--- config.mk ---
export PLATFORM = sky130hd
export DESIGN_NAME = out_port_fifo
export DESIGN_NICKNAME = d
export VERILOG_FILES = /design/src/rtl/out_port_fifo_pkg.sv /design/src/rtl/out_fifo_mem.sv /design/src/rtl/out_port_fifo.sv
export SDC_FILE = /design/constraint.sdc
export NUM_CORES = 1
export LEC_CHECK = 0
export BUFFER_PORTS_ARGS = -buffer_cell sky130_fd_sc_hd__buf_4
export CAP_MARGIN = 40
export CORE_MARGIN = 10
export CORE_UTILIZATION = 52
export CTS_CLUSTER_DIAMETER = 60
export CTS_CLUSTER_SIZE = 8
export DETAILED_ROUTE_END_ITERATION = 10
export GPL_TIMING_DRIVEN = 1
export PLACE_DENSITY = 0.7
export SYNTH_ARGS = -nofsm -noshare
export SYNTH_HDL_FRONTEND = slang
export SYNTH_HIERARCHICAL = 1
export SYNTH_SLANG_ARGS = --single-unit
--- constraint.sdc ---
create_clock -name clk -period 3.4 [get_ports clk]
set_input_delay 0.34 -clock clk [delete_from_list [all_inputs] [get_ports clk]]
set_output_delay 0.34 -clock clk [all_outputs]
set_load 0.01 [all_outputs]
--- src/rtl/out_port_fifo_pkg.sv ---
// ---------------------------------------------------------------------------
// out_port_fifo_pkg
// Shared configuration for the processor output-port buffer.
//
// Project-wide defines (normally supplied by the shared defines file; the
// fallbacks below keep a standalone build complete):
//   `inPortWidth     - width of one processor port word
//   `OUT_FIFO_DEPTH  - default number of buffered words (power of two, >= 2)
//   OUT_FIFO_OVERFLOW_EN - when defined, out_port_fifo gains the sticky
//                          overflow flag and its clr_overflow input
// ---------------------------------------------------------------------------
`ifndef inPortWidth
`define inPortWidth 16
`endif

`ifndef OUT_FIFO_DEPTH
`define OUT_FIFO_DEPTH 8
`endif

package out_port_fifo_pkg;

  // Default word width of the output port.
  localparam int OUT_FIFO_DATA_W = `inPortWidth;

  // Default number of buffered words.
  localparam int OUT_FIFO_DEPTH_DEF = `OUT_FIFO_DEPTH;

endpackage

--- src/rtl/out_fifo_mem.sv ---
// ---------------------------------------------------------------------------
// out_fifo_mem
// Storage array for out_port_fifo: DEPTH x DATA_WIDTH registers with one
// synchronous write port and one asynchronous read port. The asynchronous
// read gives the enclosing FIFO its first-word-fall-through behaviour.
// The array is intentionally not reset.
//
// Ports:
//   clk    in   write clock
//   we     in   write enable
//   waddr  in   write address
//   wdata  in   write data
//   raddr  in   read address
//   rdata  out  word stored at raddr (combinational)
// ---------------------------------------------------------------------------
module out_fifo_mem
  import out_port_fifo_pkg::*;
#(
  parameter int DATA_WIDTH = OUT_FIFO_DATA_W,
  parameter int DEPTH      = OUT_FIFO_DEPTH_DEF,
  parameter int ADDR_W     = $clog2(DEPTH)
) (
  input  logic                  clk,
  input  logic                  we,
  input  logic [ADDR_W-1:0]     waddr,
  input  logic [DATA_WIDTH-1:0] wdata,
  input  logic [ADDR_W-1:0]     raddr,
  output logic [DATA_WIDTH-1:0] rdata
);

  logic [DATA_WIDTH-1:0] r_mem [DEPTH];

  always_ff @(posedge clk) begin
    if (we) begin
      r_mem[waddr] <= wdata;
    end
  end

  assign rdata = r_mem[raddr];

endmodule

--- src/rtl/out_port_fifo.sv ---
// ---------------------------------------------------------------------------
// out_port_fifo
// Buffers every word the processor writes to its output port and hands the
// words to an external device over a valid/ready handshake, so that port
// writes are not lost while the device stalls. First-word-fall-through:
// out_data always shows the oldest stored word.
//
// Optional feature macro: OUT_FIFO_OVERFLOW_EN adds a sticky overflow flag
// (set by a dropped write) and a clr_overflow input that clears it.
//
// Ports:
//   clk           in   clock, rising edge
//   reset         in   asynchronous reset, active low
//   wr_en         in   write strobe (processor outSignalEn)
//   wr_data       in   write word (processor outPortData)
//   out_valid     out  head word available (== !empty)
//   out_data      out  head word
//   out_ready     in   device takes the head word this cycle
//   full          out  count == DEPTH
//   empty         out  count == 0
//   count         out  number of stored words
//   overflow      out  sticky drop flag        (OUT_FIFO_OVERFLOW_EN only)
//   clr_overflow  in   clears overflow         (OUT_FIFO_OVERFLOW_EN only)
// ---------------------------------------------------------------------------
module out_port_fifo
  import out_port_fifo_pkg::*;
#(
  parameter  int DATA_WIDTH = OUT_FIFO_DATA_W,
  parameter  int DEPTH      = OUT_FIFO_DEPTH_DEF,
  localparam int ADDR_W     = $clog2(DEPTH)
) (
  input  logic                  clk,
  input  logic                  reset,
  input  logic                  wr_en,
  input  logic [DATA_WIDTH-1:0] wr_data,
  output logic                  out_valid,
  output logic [DATA_WIDTH-1:0] out_data,
  input  logic                  out_ready,
  output logic                  full,
  output logic                  empty,
  output logic [ADDR_W:0]       count
`ifdef OUT_FIFO_OVERFLOW_EN
  ,
  output logic                  overflow,
  input  logic                  clr_overflow
`endif
);

  localparam int               CNT_W      = ADDR_W + 1;
  localparam logic [CNT_W-1:0] FULL_COUNT = CNT_W'(DEPTH);
  localparam logic [CNT_W-1:0] CNT_ONE    = CNT_W'(1);
  localparam logic [ADDR_W-1:0] PTR_ONE   = ADDR_W'(1);

  logic [ADDR_W-1:0] r_wrPtr;
  logic [ADDR_W-1:0] r_rdPtr;
  logic [CNT_W-1:0]  r_count;

  logic w_empty;
  logic w_full;
  logic w_readFire;
  logic w_writeAccept;

  // Full/empty come from the occupancy count, never from pointer equality.
  assign w_empty = (r_count == '0);
  assign w_full  = (r_count == FULL_COUNT);

  // A read while full frees the slot being written in the same cycle, so
  // out_ready feeds write acceptance combinationally; this is the only
  // input-to-decision path through the block.
  assign w_readFire    = !w_empty && out_ready;
  assign w_writeAccept = wr_en && (!w_full || w_readFire);

  // Pointers are exactly ADDR_W bits wide, so they wrap modulo DEPTH for free.
  always_ff @(posedge clk or negedge reset) begin
    if (!reset) begin
      r_wrPtr <= '0;
      r_rdPtr <= '0;
      r_count <= '0;
    end else begin
      if (w_writeAccept) begin
        r_wrPtr <= r_wrPtr + PTR_ONE;
      end
      if (w_readFire) begin
        r_rdPtr <= r_rdPtr + PTR_ONE;
      end
      if (w_writeAccept && !w_readFire) begin
        r_count <= r_count + CNT_ONE;
      end else if (!w_writeAccept && w_readFire) begin
        r_count <= r_count - CNT_ONE;
      end
    end
  end

  out_fifo_mem #(
    .DATA_WIDTH (DATA_WIDTH),
    .DEPTH      (DEPTH),
    .ADDR_W     (ADDR_W)
  ) u_mem (
    .clk   (clk),
    .we    (w_writeAccept),
    .waddr (r_wrPtr),
    .wdata (wr_data),
    .raddr (r_rdPtr),
    .rdata (out_data)
  );

`ifdef OUT_FIFO_OVERFLOW_EN
  logic w_drop;
  logic r_overflow;

  assign w_drop = wr_en && !w_writeAccept;

  // A drop wins over a clear in the same cycle so no loss goes unreported.
  always_ff @(posedge clk or negedge reset) begin
    if (!reset) begin
      r_overflow <= 1'b0;
    end else if (w_drop) begin
      r_overflow <= 1'b1;
    end else if (clr_overflow) begin
      r_overflow <= 1'b0;
    end
  end

  assign overflow = r_overflow;
`endif

  assign out_valid = !w_empty;
  assign empty     = w_empty;
  assign full      = w_full;
  assign count     = r_count;

endmodule

==> insert_results.sql, run 1 <==
INSERT INTO impl_metrics (metric_group, metric, value, unit) VALUES
('synth', 'synth.top_cells.by_area', 'sky130_fd_sc_hd__edfxtp_1 (69%), sky130_fd_sc_hd__mux4_1 (13%), sky130_fd_sc_hd__dfrtp_1 (4.5%)', ''),
('worst_setup_path', 'worstReg2RegEnd', 'count[3]', ''),
('floorplan', 'top_level_ports', '43', ''),
('clock_network', 'cts.clk_slew.worst_paths', '60', 'ps'),
('timing', 'timing_hold_violations_final', '0', ''),
('clock_network', 'ctsResizeCount', '0', ''),
('routing', 'postRouteAntennaNets', '0', ''),
('power_and_ir_drop', 'power-per-cell-area', '869.5', 'nW/µm²'),
('layout', 'n_antenna_cell', '0', ''),
('timing', 'min_period', '2903', 'ps'),
('timing', 'worst_slack', '497.5', 'ps'),
('routing', 'drt_first_iter_violations', '164', ''),
('worst_setup_path', 'critPathKind', 'register to output pin', ''),
('run_status', 'outcome', 'completed', ''),
('routing', 'post_drt_via_cell_ratio', '5.667', ''),
('place', 'placed_cells', '428', ''),
('worst_setup_path', 'timing.critical_path.cells', 'buf_12 -> mux4_1 -> mux2_2 -> buf_4', ''),
('synth', 'synth_enable_flop_cells', '128', ''),
('hold_path', 'min_path_cells', '1', ''),
('worst_setup_path', 'ff2ff_setup_slack', '550', 'ps'),
('layout', 'areaGrowthSynthToFinish', '19.47', '%'),
('clock_network', 'clk_latency', '500', 'ps'),
('synth', 'post_syn_area', '5570', 'µm²'),
('job', 'maxCapViolations', '0', ''),
('synth', 'synth.top_cells.by_count', 'sky130_fd_sc_hd__edfxtp_1 (128), sky130_fd_sc_hd__mux4_1 (28), sky130_fd_sc_hd__mux2_2 (17)', ''),
('routing', 'drt-wirelength-per-cell', '21.90', 'µm'),
('place', 'detailedPlacementHpwl', '5.930', 'mm'),
('hold_path', 'min_from', 'wr_data[0]', ''),
('timing', 'report.final.setup_viol', '0', ''),
('timing', 'final_min_period_over_clock_period', '85.37', '%'),
('worst_setup_path', 'worstPathArrival', '2560', 'ps'),
('global_routing', 'grt_antenna_before_repair', '0', ''),
('routing', 'drc', '0', ''),
('place', 'finalWeightedCongestion', '0.7353', ''),
('clock_network', 'ctsRootBufferMaster', 'sky130_fd_sc_hd__clkbuf_8', ''),
('timing', 'maxSlewViolCount', '0', ''),
('place', 'place_ws', '567.1', 'ps'),
('clock_network', 'cts.path.max_buffers', '2', ''),
('floorplan', 'initial_utilization', '53.72', '%'),
('timing', 'fin_skew', '14.84', 'ps'),
('global_routing', 'pin_count_of_the_biggest_net_entering_global_routing', '34', ''),
('clock_network', 'cts_sinks', '138', ''),
('worst_setup_path', 'timing.critical_path.slowest_cell_delay', '730', 'ps'),
('timing', 'fmaxAchievable', '344.5', 'MHz'),
('routing', 'drt_first_pass_iters', '5', ''),
('worst_setup_path', 'worst_endpoint_required_time', '3060', 'ps'),
('timing', 'max-slew-margin-rel', '57.45', '%'),
('global_routing', 'grt_pass1_wl', '15.75', 'mm'),
('synth', 'ys_seq_elements', '138', ''),
('synth', 'netlist_instances', '249', ''),
('timing', 'timing_worst_slew_pin_value', '634.7', 'ps'),
('floorplan', 'placeableCoreArea', '10370', 'µm²'),
('hold_path', 'worst_hold_path_type', 'primary input to register', ''),
('floorplan', 'die-area', '15250', 'µm²'),
('global_routing', 'grtUsageTotal', '14.00', '%'),
('timing', 'setup_tns_final', '0', 'ps'),
('place', 'buffer_ports.inserted', '42', ''),
('clock_network', 'cts_post_setup_buffers_inserted', '0', ''),
('worst_setup_path', 'worstRegToRegCells', '9', ''),
('layout', 'finish.cell_count_without_fillers', '460', ''),
('clock_network', 'cts_made_buffers', '17', ''),
('synth', 'asyncSetResetFlopFracSynth', '7.246', '%'),
('synth', 'syn_area_per_cell', '22.37', 'µm²'),
('routing', 'vias', '2607', ''),
('floorplan', 'die_height', '123.5', 'µm'),
('synth', 'synth.yosys.seq_area_share', '73.50', '%'),
('clock_network', 'h-tree-depth', '4', ''),
('power_and_ir_drop', 'p_leak', '2.355', 'nW'),
('synth', 'synth_cell_types', '32', ''),
('floorplan', 'floorplan.die.width', '123.5', 'µm'),
('clock_network', 'tritoncts', 'built', '');
kinds of logic after synthesis:
group                      share of synthesized area, %
AOI/OAI and AO/OA                                 1.168
xor gates and xnor gates                         0.9434
DFF                                               73.50
and+or+nand+nor                                   2.493
muxes                                             18.91
buffers and inverters                             1.505
adders and majority gates                         1.482
placed cells by master (no fill, tap or decap), drive strengths merged, types with 2 or more instances in the layout:
master      n
a21oi       2
buf        53
bufinv      2
clkbuf     22
clkinv      5
clkinvlp    2
dfrtp      10
edfxtp    128
ha          5
inv         4
mux2       19
mux4       32
nand2       5
nand2b      3
nand3       3
nor2        6
nor3        3
o211ai      3
o21ai       2
or4         2
xnor2       6
final cells by class:
type / count / area, µm²
clock buffers: 22 / 432.9
flip-flops and latches: 138 / 4094
multi-input cells: 97 / 1403
clock inverters: 9 / 100.1
inverters: 4 / 15.01
fillers: 709 / 3715
repair buffers: 54 / 440.4
well taps: 136 / 170.2
per-layer routing:
metal,track usage [%],share of wire [%],wire (µm),vias up
li1,-,-,-,1189
met1,17.74,43,4371,1344
met2,22.77,51,5151,70
met3,4.558,5.0,500,4
met4,3.930,0.51,51,0
met5,0,0,0,-
worst max-delay path by stage:
stage	startpoint	end	slack, ps
floorplan	count[0]	count[3]	700
global placement	count[0]	count[3]	640
detailed placement	count[0]	count[3]	570
CTS	r_rdPtr[0]	out_data[15]	380
global route	r_rdPtr[0]	out_data[12]	380
finish	r_rdPtr[0]	out_data[15]	500
sequential cells by signal, summed over array words and instances (netlist names):
name and cells:
u_mem/r_mem 128, r_rdPtr 3, count 4, r_wrPtr 3
metrics by stage:
step	cell area (µm²)	utilization, %	power (mW)
floorplan	5570	-	3.494
global placement	6085	58.68	4.129
detailed placement	6112	58.94	4.215
CTS	6655	64.18	5.883
global route	6655	64.18	6.101
finish	6655	64.18	5.786
where the power goes:
part	leakage, nW	switching (mW)	internal, mW
clock network	0.252	0.606	1.03
logic	0.823	0.842	0.986
registers	1.28	0.164	2.16
total	2.36	1.61	4.17
worst max-delay path: cells and delay by family, from the launching register on:
kind	cells	cell delay (ps)
buffers and inverters	2	440
muxes	2	880
DFF	1	730
(Power assumes the default switching activity.)
==> run 2: changes to the inputs <==
- CORE_MARGIN: 10 -> 5
- GPL_TIMING_DRIVEN: 1 -> 0
==> run 2 against run 1 <==
Net effect: register-to-register slack barely moved; total power rose by 3.3%; non-clock buffer count rose by 9; largest cell class unchanged; die area fell by 16%; highest routed layer unchanged.
==> insert_results.sql, run 2 (same netlist as run 1, synthesis figures left out) <==
INSERT INTO impl_metrics (metric_group, metric, value, unit) VALUES
('worst_setup_path', 'critical_path.n_buffers_inverters', '2', ''),
('timing', 'fmaxAchievable', '350.9', 'MHz'),
('power_and_ir_drop', 'total_power', '5.977', 'mW'),
('timing', 'report.final.setup_viol', '0', ''),
('timing', 'timing_hold_violations_final', '0', ''),
('global_routing', 'grt_pass1_vias', '2761', ''),
('clock_network', 'cts_made_buffers', '17', ''),
('routing', 'drt-wirelength-per-cell', '21.26', 'µm'),
('layout', 'largest_register_ffs', '128', ''),
('layout', 'finalNetCount', '347', ''),
('layout', 'final_area', '6799', 'µm²'),
('routing', 'drt_first_pass_iters', '4', ''),
('floorplan', 'initial_utilization', '53.72', '%'),
('power_and_ir_drop', 'p_clk_share', '29.6', '%'),
('clock_network', 'ctsResizeCount', '0', ''),
('layout', 'areaGrowthSynthToFinish', '22.06', '%'),
('power_and_ir_drop', 'swShare', '29.27', '%'),
('timing', 'rsz0062_at_grt', 'false', ''),
('run_status', 'outcome', 'completed', ''),
('power_and_ir_drop', 'power-per-cell-area', '879.2', 'nW/µm²'),
('power_and_ir_drop', 'vdd_ir_drop_max', '0.6020', 'mV'),
('hold_path', 'worst_hold_path_type', 'primary input to register', ''),
('worst_setup_path', 'critPathKind', 'register to register', ''),
('global_routing', 'grt_pass1_wl', '15.61', 'mm'),
('worst_setup_path', 'worstRegToRegCells', '9', ''),
('routing', 'aggregate_routed_wire_length', '9.991', 'mm'),
('layout', 'fill_cells', '713', ''),
('clock_network', 'tritoncts', 'built', ''),
('worst_setup_path', 'worstPathArrival', '3230', 'ps'),
('clock_network', 'cts.path.max_buffers', '2', ''),
('place', 'detailedPlacementHpwl', '6.571', 'mm'),
('clock_network', 'clk_latency', '510', 'ps'),
('global_routing', 'globalRoute.totalOverflow', '0', ''),
('clock_network', 'cts_post_setup_buffers_inserted', '0', ''),
('floorplan', 'die_height', '113.5', 'µm'),
('place', 'postPlaceCellArea', '6212', 'µm²'),
('routing', 'drc', '0', ''),
('timing', 'fin_skew', '7.223', 'ps'),
('routing', 'post_drt_via_cell_ratio', '5.623', ''),
('clock_network', 'hold_buffers', '1', ''),
('global_routing', 'grt_antenna_before_repair', '0', ''),
('timing', 'final_min_period_over_clock_period', '83.81', '%'),
('worst_setup_path', 'path_delay_family', 'simple AND/OR/NAND/NOR gates', ''),
('worst_setup_path', 'timing.critical_path.cells', 'or4b_4 -> o21ai_4 -> inv_1 -> ha_1 -> inv_1 -> ha_1 -> or4_1 -> o211ai_1 -> o211ai_1', ''),
('place', 'buffer_ports.inserted', '42', ''),
('floorplan', 'placeableCoreArea', '10370', 'µm²'),
('place', 'finalWeightedCongestion', '0.7127', ''),
('routing', 'vias', '2643', ''),
('power_and_ir_drop', 'internal_power', '4.228', 'mW'),
('timing', 'maxSlewViolCount', '0', ''),
('worst_setup_path', 'worstSetupEndpoint', 'count[3]', ''),
('floorplan', 'floorplan.die.width', '113.5', 'µm'),
('global_routing', 'grtUsageTotal', '16.58', '%'),
('worst_setup_path', 'setup.worst_path.start', 'count[0]', ''),
('layout', 'finish.cell_count_without_fillers', '470', ''),
('place', 'placed_cells', '437', ''),
('worst_setup_path', 'critical_path_depth', '9', ''),
('routing', 'postRouteAntennaNets', '0', ''),
('power_and_ir_drop', 'power_frac_comb', '32.0', '%'),
('layout', 'fraction_of_final_layout_cells_sized_beyond_drive_strength_1', '36.53', '%'),
('timing', 'worst_slack', '550.6', 'ps'),
('power_and_ir_drop', 'seq_power_share', '38.4', '%'),
('worst_setup_path', 'worst_setup_path_start_kind', 'register', ''),
('worst_setup_path', 'highest_delay_cell_along_the_critical_path', 'sky130_fd_sc_hd__or4b_4', ''),
('power_and_ir_drop', 'p_leak', '2.401', 'nW'),
('worst_setup_path', 'critPathCaptureType', 'register', ''),
('clock_network', 'cts.clk_slew.worst_paths', '60', 'ps'),
('floorplan', 'die-area', '12880', 'µm²'),
('worst_setup_path', 'timing.critical_path.slowest_cell_delay', '580', 'ps'),
('floorplan', 'rows', '37', ''),
('clock_network', 'cts_sinks', '138', ''),
('timing', 'min_period', '2849', 'ps'),
('worst_setup_path', 'worstReg2RegEnd', 'count[3]', ''),
('layout', 'layout_common_cells', 'sky130_fd_sc_hd__edfxtp_1 (128), sky130_fd_sc_hd__buf_4 (44), sky130_fd_sc_hd__mux4_1 (28)', ''),
('power_and_ir_drop', 'total_switching_power', '1.750', 'mW'),
('floorplan', 'top_level_ports', '43', ''),
('clock_network', 'h-tree-depth', '4', ''),
('worst_setup_path', 'worst_endpoint_required_time', '3780', 'ps'),
('job', 'maxCapViolations', '0', ''),
('timing', 'timing_worst_slew_pin_value', '753.6', 'ps'),
('global_routing', 'pin_count_of_the_biggest_net_entering_global_routing', '17', ''),
('timing', 'max-slew-margin-rel', '49.49', '%'),
('routing', 'drt_first_iter_violations', '123', ''),
('layout', 'n_antenna_cell', '0', ''),
('worst_setup_path', 'ff2ff_setup_slack', '550', 'ps'),
('layout', 'largest-register', 'u_mem/r_mem', ''),
('clock_network', 'ctsRootBufferMaster', 'sky130_fd_sc_hd__clkbuf_8', ''),
('layout', 'layout.cells.most_common', 'sky130_fd_sc_hd__edfxtp_1', ''),
('worst_setup_path', 'critical_path.reg2reg.startpoint', 'count[0]', ''),
('worst_setup_path', 'crit_path_max_fanout', '7', ''),
('place', 'place_ws', '535.6', 'ps'),
('timing', 'setup_tns_final', '0', 'ps');
==> run 2: cell types whose count changed in the layout (fill, tap and decap cells not counted), moves of 5 or more <==
cell                     previous run  this run
sky130_fd_sc_hd__buf_8              0         7
sky130_fd_sc_hd__nor2_2             0         6
sky130_fd_sc_hd__buf_4             51        44
sky130_fd_sc_hd__inv_6              0         6
sky130_fd_sc_hd__nor2_1             6         0
sky130_fd_sc_hd__buf_6              0         5
==> run 2: how the worst min path moves through the flow <==
| stage | cells after the start | slack [ps] | startpoint | to |
|---|---|---|---|---|
| after floorplan | 0 | 40 | reset | count[0] |
| after global placement | 1 | 180 | reset | count[1] |
| after detailed placement | 1 | 180 | reset | count[1] |
| after CTS | 1 | 40 | wr_data[5] | u_mem/r_mem[0][5] |
| after global routing | 1 | 40 | wr_data[5] | u_mem/r_mem[6][5] |
| final | 1 | 60 | wr_data[5] | u_mem/r_mem[6][5] |
==> run 2: area by class of cell <==
type	instances	area [µm²]	area share (%)
sequential	138	4094	60.21
multi-input combinational	97	1418	20.85
timing repair buffer	53	456.7	6.717
clock buffer	17	414.1	6.091
tap	136	170.2	2.503
clock inverter	15	162.7	2.392
buffer	10	68.82	1.012
inverter	4	15.01	0.2208
==> run 2: metal layers <==
metal | up-vias | track usage [%] | share of wire [%]
li1 | 1205 | - | -
met1 | 1366 | 22.04 | 44
met2 | 60 | 26.86 | 50
met3 | 12 | 4.403 | 4.4
met4 | 0 | 5.529 | 1.2
met5 | - | 0 | 0
==> run 2: power groups by stage <==
stage	Combinational [mW]	Sequential [mW]	Clock, mW
2_1_floorplan	1.19	2.30	0
5_1_grt	2.07	2.32	1.88
4_1_cts	1.95	2.30	1.80
3_5_place_dp	1.94	2.33	0
3_3_place_gp	1.83	2.32	0
6_report	1.91	2.30	1.77
==> run 2: through the flow <==
step,utilization [%],hold slack (ps)
3_3_place_gp,58.40,176.4
5_1_grt,65.56,41.63
4_1_cts,65.56,35.33
6_report,65.56,56.22
2_1_floorplan,-,44.41
3_5_place_dp,59.91,178.5
